**src/rtl/rvfi_reg_gen.sv**
```systemverilog
// Synthetic RVFI retirement-record source: a stream of ADD instructions whose
// register operands come from a Galois LFSR, backed by a shadow register file
// so every record is architecturally consistent. An optional one-shot fault
// flips bit 0 of the next emitted rs1_rdata so downstream checkers can fire.
//
// Ports:
//   clk, resetn            clock, asynchronous active-low reset
//   start                  pulse; begins a run from IDLE or DONE
//   stall                  suppresses emission this cycle
//   seed_load, seed_value  reload the LFSR (0 is treated as 1)
//   fault_req              corrupt the next emitted record
//   busy, done             registered state flags (RUN / DONE)
//   rvfi_*                 registered single-channel RVFI record
module rvfi_reg_gen #(
    parameter int unsigned     XLEN        = 32,
    parameter int unsigned     NUM_RECORDS = 64,
    parameter logic [31:0]     SEED        = 32'h0000_0001,
    parameter logic [31:0]     TAPS        = 32'h8020_0003,
    parameter logic [XLEN-1:0] RESET_PC    = '0
) (
    input  logic            clk,
    input  logic            resetn,
    input  logic            start,
    input  logic            stall,
    input  logic            seed_load,
    input  logic [31:0]     seed_value,
    input  logic            fault_req,
    output logic            busy,
    output logic            done,
    output logic            rvfi_valid,
    output logic [7:0]      rvfi_order,
    output logic [31:0]     rvfi_insn,
    output logic [4:0]      rvfi_rs1_addr,
    output logic [4:0]      rvfi_rs2_addr,
    output logic [4:0]      rvfi_rd,
    output logic [XLEN-1:0] rvfi_rs1_rdata,
    output logic [XLEN-1:0] rvfi_rs2_rdata,
    output logic [XLEN-1:0] rvfi_post_rd,
    output logic [XLEN-1:0] rvfi_pre_pc,
    output logic [XLEN-1:0] rvfi_post_pc,
    output logic            rvfi_trap
);

    localparam int unsigned CNT_W    = (NUM_RECORDS > 1) ? $clog2(NUM_RECORDS) : 1;
    localparam logic [31:0] SEED_EFF = (SEED == 32'h0) ? 32'h1 : SEED;
    localparam logic [6:0]  OP_ADD   = 7'b0110011;

    typedef enum logic [1:0] {
        ST_IDLE = 2'd0,
        ST_RUN  = 2'd1,
        ST_DONE = 2'd2
    } state_t;

    state_t state, state_next;
    logic   busy_d, done_d;

    logic [31:0]      lfsr;
    logic [XLEN-1:0]  pc;
    logic [7:0]       order_q;
    logic [CNT_W-1:0] rec_cnt;
    logic             fault_pending;
    logic [XLEN-1:0]  xreg [32];

    logic             emit_c;
    logic             last_c;
    logic             restart_c;
    logic             corrupt_c;
    logic [4:0]       rs1_c, rs2_c, rd_c;
    logic [XLEN-1:0]  rs1_val_c, rs2_val_c, sum_c;
    logic [31:0]      lfsr_adv_c;
    logic [31:0]      seed_eff_c;

    assign rvfi_trap = 1'b0;

    // Emission and run-boundary qualifiers
    assign emit_c    = (state == ST_RUN) && !stall;
    assign last_c    = emit_c && (rec_cnt == CNT_W'(NUM_RECORDS - 1));
    assign restart_c = start && (state != ST_RUN);

    // State register; busy/done are registered alongside it
    always_ff @(posedge clk or negedge resetn) begin
        if (!resetn) begin
            state <= ST_IDLE;
            busy  <= 1'b0;
            done  <= 1'b0;
        end else begin
            state <= state_next;
            busy  <= busy_d;
            done  <= done_d;
        end
    end

    // Next-state logic
    always_comb begin
        state_next = state;
        case (state)
            ST_IDLE: if (start)  state_next = ST_RUN;
            ST_RUN:  if (last_c) state_next = ST_DONE;
            ST_DONE: if (start)  state_next = ST_RUN;
            default:             state_next = ST_IDLE;
        endcase
    end

    // Flag values that accompany the next state
    always_comb begin
        busy_d = 1'b0;
        done_d = 1'b0;
        if (state_next == ST_RUN)  busy_d = 1'b1;
        if (state_next == ST_DONE) done_d = 1'b1;
    end

    // Record fields from the current (pre-advance) LFSR value
    always_comb begin
        rs1_c      = lfsr[4:0];
        rs2_c      = lfsr[9:5];
        rd_c       = lfsr[14:10];
        rs1_val_c  = xreg[rs1_c];
        rs2_val_c  = xreg[rs2_c];
        sum_c      = rs1_val_c + rs2_val_c;
        // A fault requested on the emitting edge itself is consumed immediately
        corrupt_c  = fault_pending || fault_req;
        lfsr_adv_c = (lfsr >> 1) ^ (lfsr[0] ? TAPS : 32'h0);
        seed_eff_c = (seed_value == 32'h0) ? 32'h1 : seed_value;
    end

    // Generator state and shadow register file
    always_ff @(posedge clk or negedge resetn) begin
        if (!resetn) begin
            lfsr          <= SEED_EFF;
            pc            <= RESET_PC;
            order_q       <= 8'd0;
            rec_cnt       <= '0;
            fault_pending <= 1'b0;
            for (int i = 0; i < 32; i++) begin
                xreg[i] <= XLEN'(i);
            end
        end else begin
            if (seed_load) begin
                lfsr <= seed_eff_c;
            end else if (emit_c) begin
                lfsr <= lfsr_adv_c;
            end

            if (restart_c) begin
                pc      <= RESET_PC;
                order_q <= 8'd0;
                rec_cnt <= '0;
            end else if (emit_c) begin
                pc      <= pc + XLEN'(4);
                order_q <= order_q + 8'd1;
                rec_cnt <= rec_cnt + CNT_W'(1);
            end

            if (emit_c) begin
                fault_pending <= 1'b0;
            end else if (fault_req) begin
                fault_pending <= 1'b1;
            end

            // x0 is hardwired; post-write visibility starts next record
            if (emit_c && (rd_c != 5'd0)) begin
                xreg[rd_c] <= sum_c;
            end
        end
    end

    // Registered RVFI record; data holds between emissions
    always_ff @(posedge clk or negedge resetn) begin
        if (!resetn) begin
            rvfi_valid     <= 1'b0;
            rvfi_order     <= 8'd0;
            rvfi_insn      <= 32'd0;
            rvfi_rs1_addr  <= 5'd0;
            rvfi_rs2_addr  <= 5'd0;
            rvfi_rd        <= 5'd0;
            rvfi_rs1_rdata <= '0;
            rvfi_rs2_rdata <= '0;
            rvfi_post_rd   <= '0;
            rvfi_pre_pc    <= '0;
            rvfi_post_pc   <= '0;
        end else begin
            rvfi_valid <= emit_c;
            if (emit_c) begin
                rvfi_order     <= order_q;
                rvfi_insn      <= {7'b0, rs2_c, rs1_c, 3'b000, rd_c, OP_ADD};
                rvfi_rs1_addr  <= rs1_c;
                rvfi_rs2_addr  <= rs2_c;
                rvfi_rd        <= rd_c;
                rvfi_rs1_rdata <= rs1_val_c ^ XLEN'(corrupt_c);
                rvfi_rs2_rdata <= rs2_val_c;
                rvfi_post_rd   <= (rd_c == 5'd0) ? '0 : sum_c;
                rvfi_pre_pc    <= pc;
                rvfi_post_pc   <= pc + XLEN'(4);
            end
        end
    end

endmodule

```
**config.mk**
```make
export PLATFORM = sky130hd
export DESIGN_NAME = rvfi_reg_gen
export DESIGN_NICKNAME = d
export VERILOG_FILES = /design/src/rtl/rvfi_reg_gen.sv
export SDC_FILE = /design/constraint.sdc
export NUM_CORES = 2
export LEC_CHECK = 0
export CORE_MARGIN = 2
export CORE_UTILIZATION = 40
export CTS_CLUSTER_SIZE = 20
export DETAILED_ROUTE_END_ITERATION = 10
export GPL_TIMING_DRIVEN = 1
export SLEW_MARGIN = 40
export SYNTH_ARGS = -nofsm -noshare
export SYNTH_HDL_FRONTEND = slang
export SYNTH_SLANG_ARGS = --single-unit
```
**constraint.sdc**
```tcl
create_clock -name clk -period 5.15 [get_ports clk]
set_input_delay 1.2875 -clock clk [delete_from_list [all_inputs] [get_ports clk]]
set_output_delay 1.2875 -clock clk [all_outputs]
set_load 0.005 [all_outputs]
```
==> results.yml <==
worst_setup_path:
  worstPathRequired_ns: 5.85
  r2r_slack_ns: 0.11
  cp-start-kind: "flop"
  cp-end-kind: "flop"
  crit_type: "flop to flop"
  crit_arrival_ns: 5.75
  cp_max_fo: 32
layout:
  drive_above_1_share_pct: 21.6
  final_nets: 6326
  syn_to_final_growth_pct: 16.9
  fillers: 14911
  fin_util_pct: 47.0
hold_path:
  holdCritPathClass: "flop to flop"
routing:
  via_count: 51057
  vias_per_cell: 5.95
  post_drt_wl_per_cell_um: 26.1
  drc_errors: 0
  first_pass_iters: 6
  antenna_left: 0
  wl_mm: 224
  initialDrtViolationCount: 5739
global_routing:
  grt_max_degree: 121
  grt_pass1_vias: 49977
  grt_usage_pct: 26.2
  grt_pass1_wl_mm: 333
  antenna_found_initial: 4
  grt-ovfl-total: 0
timing:
  max_freq_mhz: 198
  layout_min_cycle_time_ns: 5.04
  worst_pin_slew_ns: 0.891
  fin_hold_ws_ns: 0.392
  slew_headroom_pct: 40.6
  fin_setup_tns_ns: 0
  setup_viol: 0
  finalCritPeriodShare_pct: 98.0
  skew_ns: 0.0405
  hold_viol: 0
  slew_violations: 0
logic_synthesis:
  ys_ff_latch: 1286
  avgSynthCellArea_um2: 10.7
  yosys.area.top_type: "dfrtp_1"
  synth_warnings: 0
  synth_edf_count: 0
  synth_area_leaders: "dfrtp_1 45%, mux4_2 21%, nand2_1 9.1%, o21ai_0 7.3%, dfstp_2 3.2%"
  synthFlopType: "dfrtp_1"
  async_reset_ff_share_pct: 100
  synth.cell_area_um2: 67100
  synth_top_area_share_pct: 45.0
  synth.most_common_cell: "nand2_1"
  ys_seq_area_share_pct: 48.1
  syn_inst: 6245
  yosys-top-cells-count: "1628 x nand2_1, 1205 x dfrtp_1, 973 x o21ai_0"
  yosysUniqueCellTypes: 72
place:
  gp_congestion: 0.883
  io_buffers: 238
  dp_hpwl_mm: 140
clocking:
  clk_root_buffer_cell: "clkbuf_16"
  cts.sinks: 1286
  tritoncts: "built"
  htree_levels: 4
  cts.clk_slew.worst_paths_ns: 0.07
  clock_latency_ns: 0.81
  cts-hold-fix-buffers: 0
  numCtsBuffers: 144
  cts_max_path_buffers: 3
floorplanning:
  ios: 257
  start_util_pct: 40.2
  fp.dieH_um: 413
  num_rows: 150
  core_area_um2: 167000
  die_w_um: 413
  die-area_um2: 171000
outcome:
  status: "completed"
power_and_ir_drop:
  ir_worst_vdd_mv: 0.313
  p_leak_nw: 33.0
  power_density_nw_per_um2: 317
job:
  cap_violations: 0
==> flip-flops by register name, summed over array words and instances (netlist names) <==
| name | count |
|---|---|
| rvfi_rs2_rdata | 32 |
| rec_cnt | 6 |
| rvfi_order | 8 |
| state | 2 |
| done | 1 |
| rvfi_rd | 4 |
| rvfi_rs1_rdata | 32 |
| pc | 30 |
| rvfi_post_rd | 32 |
| lfsr | 32 |
| rvfi_rs2_addr | 5 |
| fault_pending | 1 |
| rvfi_post_pc | 30 |
| xreg | 1024 |
| order_q | 8 |
| rvfi_valid | 1 |
| busy | 1 |
| rvfi_rs1_addr | 4 |
| rvfi_pre_pc | 30 |
| rvfi_insn | 3 |
==> placed cells by master (no fill, tap or decap), drive strengths merged, types with 47 or more instances in the layout <==
| master | synthesis | routed |
|---|---|---|
| a21oi | 81 | 81 |
| buf | 186 | 284 |
| clkbuf | 492 | 219 |
| clkdlybuf4s50 | 0 | 236 |
| dfrtp | 1205 | 1205 |
| dfstp | 81 | 81 |
| mux2i | 47 | 47 |
| mux4 | 625 | 625 |
| nand2 | 1628 | 1628 |
| nand3 | 83 | 83 |
| nor2 | 261 | 261 |
| nor3 | 64 | 64 |
| o21ai | 975 | 975 |
==> critical path, cell delays in order (launching register included) <==
cell and delay [ns]:
dfstp_4 0.73, clkbuf_4 0.23, buf_4 0.12, mux4_2 0.49
mux4_2 0.48, nand2_1 0.12, nand2_1 0.10, ha_2 0.21
fa_2 0.38, a21o_2 0.23, a31o_2 0.31, a31oi_4 0.22
o21ai_2 0.11, or4_1 0.47, and3_2 0.29, buf_12 0.19
o31ai_1 0.25
==> routing by layer <==
layer,routed length (um),up-vias,GRT usage [%]
li1,-,22184,-
met1,89800,25937,35.6
met2,105000,2388,41.0
met3,19000,542,5.31
met4,10600,6,11.4
met5,193,-,0
==> where the power goes <==
| part | internal (mW) | leakage, nW | switching (mW) |
|---|---|---|---|
| logic | 1.39 | 13.2 | 1.85 |
| clock network | 6.28 | 2.39 | 4.42 |
| registers | 10.5 | 17.4 | 0.413 |
==> per-stage QoR <==
stage | area (um2) | setup WS, ns | total power [mW] | cells
floorplan | 67100 | 0.317 | 12.8 | 6262
global placement | 73100 | -0.0675 | 14.3 | 8288
finish | 78400 | 0.105 | 24.9 | 8575
CTS | 78100 | 0.00476 | 25.0 | 8552
global route | 78400 | -0.00912 | 25.7 | 8571
detailed placement | 73200 | -0.136 | 14.3 | 8292
==> logic make-up (layout without fill, tap and decap cells) <==
| group | after synthesis | after routing | synth area share [%] |
|---|---|---|---|
| and+or+nand+nor | 2161 | 2161 | 13.0 |
| DFF | 1286 | 1286 | 48.1 |
| AOI/OAI and AO/OA | 1276 | 1276 | 10.5 |
| muxes | 708 | 708 | 22.3 |
| buffers and inverters | 692 | 797 | 4.32 |
| xor gates and xnor gates | 86 | 86 | 1.12 |
| adders and majority gates | 35 | 35 | 0.664 |
| other | 1 | 22 | 0.00559 |
==> cell type report <==
class | count | area, um2 | area share, %
multi-input cells | 4284 | 32500 | 41.4
flip-flops and latches | 1286 | 32300 | 41.2
repair buffers | 523 | 5880 | 7.50
clock buffers | 216 | 4290 | 5.47
well taps | 2204 | 2760 | 3.52
clock inverters | 44 | 604 | 0.771
inverters | 14 | 60.1 | 0.0766
diodes | 4 | 10.0 | 0.0128
==> path summary, 6_finish.rpt <==
kind / depth (start not counted) / endpoint / startpoint
max in group asynchronous: 3 / xreg[276] / resetn
setup reg to reg: 16 / rvfi_post_rd[28] / lfsr[0]
setup / recovery: 16 / rvfi_post_rd[28] / lfsr[0]
hold reg to reg: 0 / xreg[1002] / xreg[1002]
hold / removal: 0 / xreg[1002] / xreg[1002]
min in group asynchronous: 1 / xreg[606] / resetn
==> timing repair <==
action / 4_1_cts / 5_1_grt
gates resized for setup: 4 / 15
gates cloned: 0 / 2
buffers inserted: 0 / 16
endpoints found under the setup margin: 33 / 306
pin swaps: 0 / 2
hold endpoints to repair: 0 / 0
(Power assumes the default switching activity.)
